===== src/rtl/sht40_sequencer.sv =====
// sht40_sequencer
//   Runs one SHT40 measurement per `start` pulse: a 1-byte command write, a
//   conversion wait, then a 6-byte read. Each data word's CRC is checked, and
//   the result is presented as raw temperature/humidity words or an error code.
//
// Build option:
//   SHT40_CRC_CHECK_EN  defined   -> CRC bytes are checked; a mismatch gives err=2.
//                       undefined -> CRC bytes are discarded and every full read
//                                    is accepted (err never takes the value 2).
//
// Ports:
//   clk, rst_n            clock (rising edge), asynchronous active-low reset
//   start                 one-cycle request for a measurement (honoured in IDLE only)
//   busy                  high from the cycle after an accepted start until IDLE
//   m_req/m_rw/m_addr/
//   m_wdata/m_nbytes      transaction request to the byte-level I2C master
//   m_ack                 master accepted the request
//   m_rx_valid/m_rx_data  received byte strobe and data
//   m_done/m_nack         transaction ended with STOP / sensor NACKed
//   temp_raw/hum_raw      last good words (MSB first on the bus)
//   data_valid            one-cycle strobe when temp_raw/hum_raw update
//   err                   0 none, 1 NACK, 2 CRC, 3 timeout/short read (latched)

module sht40_sequencer #(
    parameter logic [6:0] SENSOR_ADDR    = 7'h44,
    parameter logic [7:0] MEAS_CMD       = 8'hFD,
    parameter int         WAIT_CYCLES    = 200000,
    parameter int         TIMEOUT_CYCLES = 4095
) (
    input  logic        clk,
    input  logic        rst_n,
    input  logic        start,
    output logic        busy,
    output logic        m_req,
    output logic        m_rw,
    output logic [6:0]  m_addr,
    output logic [7:0]  m_wdata,
    output logic [2:0]  m_nbytes,
    input  logic        m_ack,
    input  logic        m_rx_valid,
    input  logic [7:0]  m_rx_data,
    input  logic        m_done,
    input  logic        m_nack,
    output logic [15:0] temp_raw,
    output logic [15:0] hum_raw,
    output logic        data_valid,
    output logic [1:0]  err
);

    localparam int TO_W = 12;
    // The wait counter only ever holds WAIT_CYCLES-1 down to 0.
    localparam int WC_W = (WAIT_CYCLES > 1) ? $clog2(WAIT_CYCLES) : 1;

    localparam logic [2:0] IDLE      = 3'd0;
    localparam logic [2:0] WR_REQ    = 3'd1;
    localparam logic [2:0] WR_WAIT   = 3'd2;
    localparam logic [2:0] MEAS_WAIT = 3'd3;
    localparam logic [2:0] RD_REQ    = 3'd4;
    localparam logic [2:0] RD_DATA   = 3'd5;
    localparam logic [2:0] CHECK     = 3'd6;

    localparam logic [1:0] ERR_NONE  = 2'd0;
    localparam logic [1:0] ERR_NACK  = 2'd1;
    localparam logic [1:0] ERR_CRC   = 2'd2;
    localparam logic [1:0] ERR_TMO   = 2'd3;

    logic [2:0]      state;
    logic [2:0]      idx;
    logic [WC_W-1:0] wait_cnt;
    logic [TO_W-1:0] to_cnt;
    logic [7:0]      t_hi, t_lo, h_hi, h_lo;

    logic            rx_take;
    logic [2:0]      idx_nxt;
    logic            crc_ok;
    logic            to_hit;

    assign m_addr = SENSOR_ADDR;

    // Bytes beyond the sixth are dropped; the index saturates at 6.
    assign rx_take = (state == RD_DATA) && m_rx_valid && (idx != 3'd6);
    assign idx_nxt = rx_take ? idx + 3'd1 : idx;
    assign to_hit  = (to_cnt == TO_W'(TIMEOUT_CYCLES));

`ifdef SHT40_CRC_CHECK_EN
    logic [7:0] t_crc, h_crc;
    logic [7:0] h_crc_now;

    // CRC-8, poly 0x31, init 0xFF, MSB first, no reflection, no final XOR.
    function automatic logic [7:0] crc8(input logic [15:0] d);
        logic [7:0] c;
        c = 8'hFF;
        for (int i = 15; i >= 0; i--) begin
            c = (c[7] ^ d[i]) ? ((c << 1) ^ 8'h31) : (c << 1);
        end
        return c;
    endfunction

    // The final CRC byte may arrive in the same cycle as m_done, so it is
    // taken straight from the bus when that happens.
    assign h_crc_now = (rx_take && (idx == 3'd5)) ? m_rx_data : h_crc;
    assign crc_ok    = (crc8({t_hi, t_lo}) == t_crc) &&
                       (crc8({h_hi, h_lo}) == h_crc_now);

    always_ff @(posedge clk or negedge rst_n) begin
        if (!rst_n) begin
            t_crc <= 8'h00;
            h_crc <= 8'h00;
        end else if (rx_take) begin
            if (idx == 3'd2) t_crc <= m_rx_data;
            if (idx == 3'd5) h_crc <= m_rx_data;
        end
    end
`else
    assign crc_ok = 1'b1;
`endif

    // Data byte capture (CRC bytes are handled above, or discarded).
    always_ff @(posedge clk or negedge rst_n) begin
        if (!rst_n) begin
            t_hi <= 8'h00;
            t_lo <= 8'h00;
            h_hi <= 8'h00;
            h_lo <= 8'h00;
        end else if (rx_take) begin
            case (idx)
                3'd0:    t_hi <= m_rx_data;
                3'd1:    t_lo <= m_rx_data;
                3'd3:    h_hi <= m_rx_data;
                3'd4:    h_lo <= m_rx_data;
                default: ;
            endcase
        end
    end

    // Sequencer. CHECK has no dwell cycle: it is resolved on the edge that
    // samples the read's m_done, so data_valid and the fall of busy appear
    // exactly one cycle after m_done. The CHECK encoding still exists so a
    // corrupted state register falls back to IDLE cleanly.
    always_ff @(posedge clk or negedge rst_n) begin
        if (!rst_n) begin
            state      <= IDLE;
            busy       <= 1'b0;
            m_req      <= 1'b0;
            m_rw       <= 1'b0;
            m_wdata    <= 8'h00;
            m_nbytes   <= 3'd0;
            temp_raw   <= 16'h0000;
            hum_raw    <= 16'h0000;
            data_valid <= 1'b0;
            err        <= ERR_NONE;
            idx        <= 3'd0;
            wait_cnt   <= '0;
            to_cnt     <= '0;
        end else begin
            data_valid <= 1'b0;
            case (state)
                IDLE: begin
                    if (start) begin
                        state    <= WR_REQ;
                        busy     <= 1'b1;
                        err      <= ERR_NONE;
                        m_req    <= 1'b1;
                        m_rw     <= 1'b0;
                        m_wdata  <= MEAS_CMD;
                        m_nbytes <= 3'd1;
                    end
                end

                WR_REQ: begin
                    if (m_ack) begin
                        state    <= WR_WAIT;
                        m_req    <= 1'b0;
                        m_wdata  <= 8'h00;
                        m_nbytes <= 3'd0;
                        to_cnt   <= '0;
                    end
                end

                WR_WAIT: begin
                    if (m_nack) begin
                        state <= IDLE;
                        busy  <= 1'b0;
                        err   <= ERR_NACK;
                    end else if (m_done) begin
                        state    <= MEAS_WAIT;
                        wait_cnt <= WC_W'(WAIT_CYCLES - 1);
                    end else if (to_hit) begin
                        state <= IDLE;
                        busy  <= 1'b0;
                        err   <= ERR_TMO;
                    end else begin
                        to_cnt <= to_cnt + 1'b1;
                    end
                end

                // WAIT_CYCLES cycles here; the read request is raised on the
                // edge that leaves, i.e. WAIT_CYCLES+1 cycles after m_done.
                MEAS_WAIT: begin
                    if (wait_cnt == '0) begin
                        state    <= RD_REQ;
                        m_req    <= 1'b1;
                        m_rw     <= 1'b1;
                        m_nbytes <= 3'd6;
                    end else begin
                        wait_cnt <= wait_cnt - 1'b1;
                    end
                end

                RD_REQ: begin
                    if (m_ack) begin
                        state    <= RD_DATA;
                        m_req    <= 1'b0;
                        m_rw     <= 1'b0;
                        m_nbytes <= 3'd0;
                        idx      <= 3'd0;
                        to_cnt   <= '0;
                    end
                end

                RD_DATA: begin
                    idx <= idx_nxt;
                    if (m_nack) begin
                        state <= IDLE;
                        busy  <= 1'b0;
                        err   <= ERR_NACK;
                    end else if (m_done) begin
                        state <= IDLE;
                        busy  <= 1'b0;
                        if (idx_nxt != 3'd6) begin
                            err <= ERR_TMO;
                        end else if (crc_ok) begin
                            temp_raw   <= {t_hi, t_lo};
                            hum_raw    <= {h_hi, h_lo};
                            data_valid <= 1'b1;
                        end else begin
                            err <= ERR_CRC;
                        end
                    end else if (to_hit) begin
                        state <= IDLE;
                        busy  <= 1'b0;
                        err   <= ERR_TMO;
                    end else begin
                        to_cnt <= to_cnt + 1'b1;
                    end
                end

                CHECK: begin
                    state <= IDLE;
                    busy  <= 1'b0;
                end

                default: begin
                    state <= IDLE;
                    busy  <= 1'b0;
                    m_req <= 1'b0;
                end
            endcase
        end
    end

endmodule


===== config.mk =====
export PLATFORM = sky130hd
export DESIGN_NAME = sht40_sequencer
export DESIGN_NICKNAME = d
export VERILOG_FILES = /design/src/rtl/sht40_sequencer.sv
export SDC_FILE = /design/constraint.sdc
export NUM_CORES = 1
export LEC_CHECK = 0
export ABC_AREA = 1
export ABC_CLOCK_PERIOD_IN_PS = 2200
export BUFFER_PORTS_ARGS = -buffer_cell sky130_fd_sc_hd__buf_4
export CAP_MARGIN = 0
export CORE_AREA = 2 2 111 91
export CTS_CLUSTER_SIZE = 24
export DETAILED_ROUTE_END_ITERATION = 8
export DIE_AREA = 0 0 113 93
export GPL_ROUTABILITY_DRIVEN = 0
export HOLD_SLACK_MARGIN = 0.02
export PLACE_DENSITY = 0.87
export SYNTH_ARGS = -nofsm -noshare
export SYNTH_HDL_FRONTEND = slang
export SYNTH_SLANG_ARGS = --single-unit

===== constraint.sdc =====
create_clock -name clk -period 2.2 [get_ports clk]
set_input_delay 0.44 -clock clk [delete_from_list [all_inputs] [get_ports clk]]
set_output_delay 0.44 -clock clk [all_outputs]
set_load 0.01 [all_outputs]

==> results by group <==
Status
  – Run status: finished, violations left
  – Violated checks: design-rule violations

Timing
  – Slew @ Worst Pin: 613 ps
  – Tmin final: 1960 ps
  – Final period utilization: 89.2%
  – Setup total negative slack: 0 ps
  – Hold Violations, Final: 0
  – Clock skew: 7.64 ps
  – Max Clk Rate: 509 MHz
  – Slew HR: 58.8%
  – RSZ-0062 raised after global routing: false
  – Count of pins over their slew limit: 0
  – Setup-failing EPs final: 0

CTS
  – TritonCTS Buffers: 9
  – Clock buffer depth: 2
  – Clock Root Buffer: clkbuf_16
  – Sink Count: 109
  – H-tree depth: 3
  – CTS tree: built
  – Clock Latency Late Sink: 350 ps
  – Worst-path clk slew: 80 ps

Worst setup path
  – Critical Path AT: 2190 ps
  – Worst R2R Start: wait_cnt[0]
  – Required @ worst endpoint: 2430 ps
  – Crit Path Max Fanout: 5
  – Critical path capture point type: flop
  – Startpoint Class: flop
  – Worst setup startpoint: wait_cnt[0]
  – Critical path class: reg -> reg

Global routing
  – Remaining global-route overflow: 0
  – Vias in the first global route: 4,302
  – Global-route wire length before repair: 19,900 um
  – Initial antenna violation count: 0
  – Gr usage total: 23.4%
  – Largest net degree at the start of global routing: 40

Worst hold path
  – HP Class: in -> async

Finish
  – Share of layout cells above drive strength 1: 14.9%
  – Antenna fix cells: 0
  – Post-Layout Inst Area: 0.00612 mm^2
  – Fillers: 802
  – Nets: 745
  – Area grow syn2layout: 14.9%

Power
  – Pwr dens: 1030 mW/mm^2
  – P_leak: 3.19 nW
  – Total design power: 6.29 mW
  – Max VDD drop: 0.795 mV

Floorplan
  – I/O pin count: 71
  – Core ar.: 0.00945 mm^2
  – Die width: 113 um
  – Die height: 93 um
  – Row cnt: 32
  – Initial Utilization: 56.4%
  – Die area: 0.0105 mm^2

Placement
  – Hpwl dp: 8280 um
  – IO Port Bufs: 62
  – Post-DP Area: 0.00582 mm^2

Yosys
  – Adder-Cell Fraction of Synth Area: 1.88%
  – Mapped cell area: 0.00533 mm^2
  – Primary FF master, synth: dfrtp_1
  – Mux cell area share after synthesis: 0%
  – Asr flop ratio synth: 100%
  – Avg Cell Area, Syn: 7.97 um^2
  – Distinct cells, synth: 35
  – Area share of and/or/nand/nor cells after synthesis: 28.0%
  – Post-synth EDFFs: 0
  – Compound-Gate Fraction of Synth Area: 8.76%
  – Syn. warnings: 0
  – Largest family of logic cells by synthesized area: simple AND/OR/NAND/NOR gates
  – Cells after Synth: 668
  – #FFs+latches synth: 109
  – Post-synthesis xor/xnor area fraction: 1.48%
  – Sequential area share after synthesis: 51.2%

Routing
  – Pre-antenna DRT Iters: 7
  – Routed Antenna Nets: 0
  – Final wirelength: 11,600 um
  – Total number of vias: 4,566
  – DRC viols: 7
  – Vias per cell: 5.40
  – DR WL/cell: 13.7 um
  – 1st-iter DRT viols: 477

Job
  – Max_cap viols: 0
## synthesized netlist by cell type, types with 2 or more instances
cell	count	area [um^2]
nand2_1	239	897
dfrtp_1	109	2730
o21ai_0	71	355
inv_1	56	210
nor2_1	47	176
nand3_1	35	175
buf_4	15	113
nand2_2	13	81.3
nand4_1	10	62.6
buf_2	8	40.0
ha_1	8	100
xor2_1	8	70.1
a21oi_1	7	35.0
clkbuf_1	5	18.8
o21ai_1	5	25.0
or2_2	4	25.0
buf_6	3	33.8
nand3b_1	3	22.5
nor3_1	3	15.0
conb_1	2	7.51
nor2_2	2	12.5
o22ai_1	2	12.5
## area by class of cell
class	count	area, um^2	area share [%]
Tap cell	119	149	2.43
Clock inverter	5	46.3	0.756
Inverter	58	223	3.64
Clock buffer	11	253	4.13
Sequential cell	109	2730	44.6
Timing Repair Buffer	70	551	8.99
Multi-Input combinational cell	474	2170	35.5
## stage by stage
step | util (%) | worst slack [ps] | cells | hold WS [ps]
after floorplan | - | 572 | 674 | 144
after global placement | 61.6 | 304 | 830 | 431
after detailed placement | 61.6 | 178 | 830 | 441
after CTS | 64.7 | 154 | 846 | 63.2
after global routing | 64.8 | 80.2 | 846 | 91.6
final | 64.8 | 237 | 846 | 50.8
## repair_timing
item	in CTS	in global routing
resized for setup	0	1
hold buffers	0	0
endpoints found under the setup margin	0	42
setup buffers	0	0
## report_power, final
group	switching, mW	total, mW	internal, mW
Sequential	0.307	2.68	2.37
Combinational	1.29	1.98	0.686
Clock	0.779	1.64	0.856
Total	2.38	6.29	3.91
## layer usage
metal / wire [um] / track usage [%] / vias to the layer above / share of wire [%]
met5: 0 / 0 / - / 0
met4: 153 / 6.91 / 0 / 1.3
met3: 730 / 5.38 / 15 / 6.3
met2: 5740 / 39.0 / 149 / 49
met1: 4990 / 30.9 / 2202 / 43
li1: - / - / 2200 / -
## layout by cell type (no fill, tap or decap)
master     Yosys  layout
a21oi_1        7       7
nor4_1         1       1
o31ai_1        1       1
nand2_1      239     239
xnor2_1        1       1
o311ai_0       1       1
inv_2          1       1
o22ai_1        2       2
conb_1         2       8
o21bai_1       1       1
inv_1         56      56
clkinv_4       1       1
nor3_1         3       3
nor2_4         0       1
a211oi_1       1       1
inv_8          0       1
inv_6          0       4
or2_2          4       4
o21ai_1        5       5
nor2_2         2       1
nor2_1        47      47
nand4_1       10      10
a21o_1         1       1
nand3_1       35      35
clkbuf_16      0       9
ha_1           8       8
buf_12         1       2
dfrtp_1      109     109
nand2_4        1       1
nand2_2       13      13
clkbuf_8       0       2
buf_4         15      68
xor2_1         8       8
o21ai_0       71      71
and2_1         1       1
nand3b_1       3       3
## kinds of logic after synthesis
| group | after synthesis |
|---|---|
| buf+inv | 91 |
| other cells | 2 |
| simple gates | 359 |
| compound gates | 90 |
| fa+ha+maj | 8 |
| flops | 109 |
| xor+xnor | 9 |
## state kept, by name (all words and copies together) (netlist names), 2 cells and up
name and flops:
state 3, hum_raw 16, h_hi 8, wait_cnt 18
idx 3, err 2, temp_raw 16, t_hi 8
m_nbytes 2, h_lo 8, t_lo 8, to_cnt 12
## final timing paths
| check | end | slack, ps | cells past startpoint |
|---|---|---|---|
| max | wait_cnt[6] | 240 | 8 |
| max in group asynchronous | state[2] | 1570 | 2 |
| min in group clk | h_lo[7] | 410 | 3 |
| min | h_lo[4] | 50 | 1 |
| max reg2reg | wait_cnt[6] | 240 | 8 |
| min reg2reg | temp_raw[1] | 470 | 2 |
## critical path: stages (launching register included)
cell     delay, ps
dfrtp_1        410
inv_1          170
ha_1           240
nand2_1        130
nor3_1         500
xor2_1         200
nor2_1          50
nand2_1         60
o21ai_0         80
(Power assumes the default switching activity.)
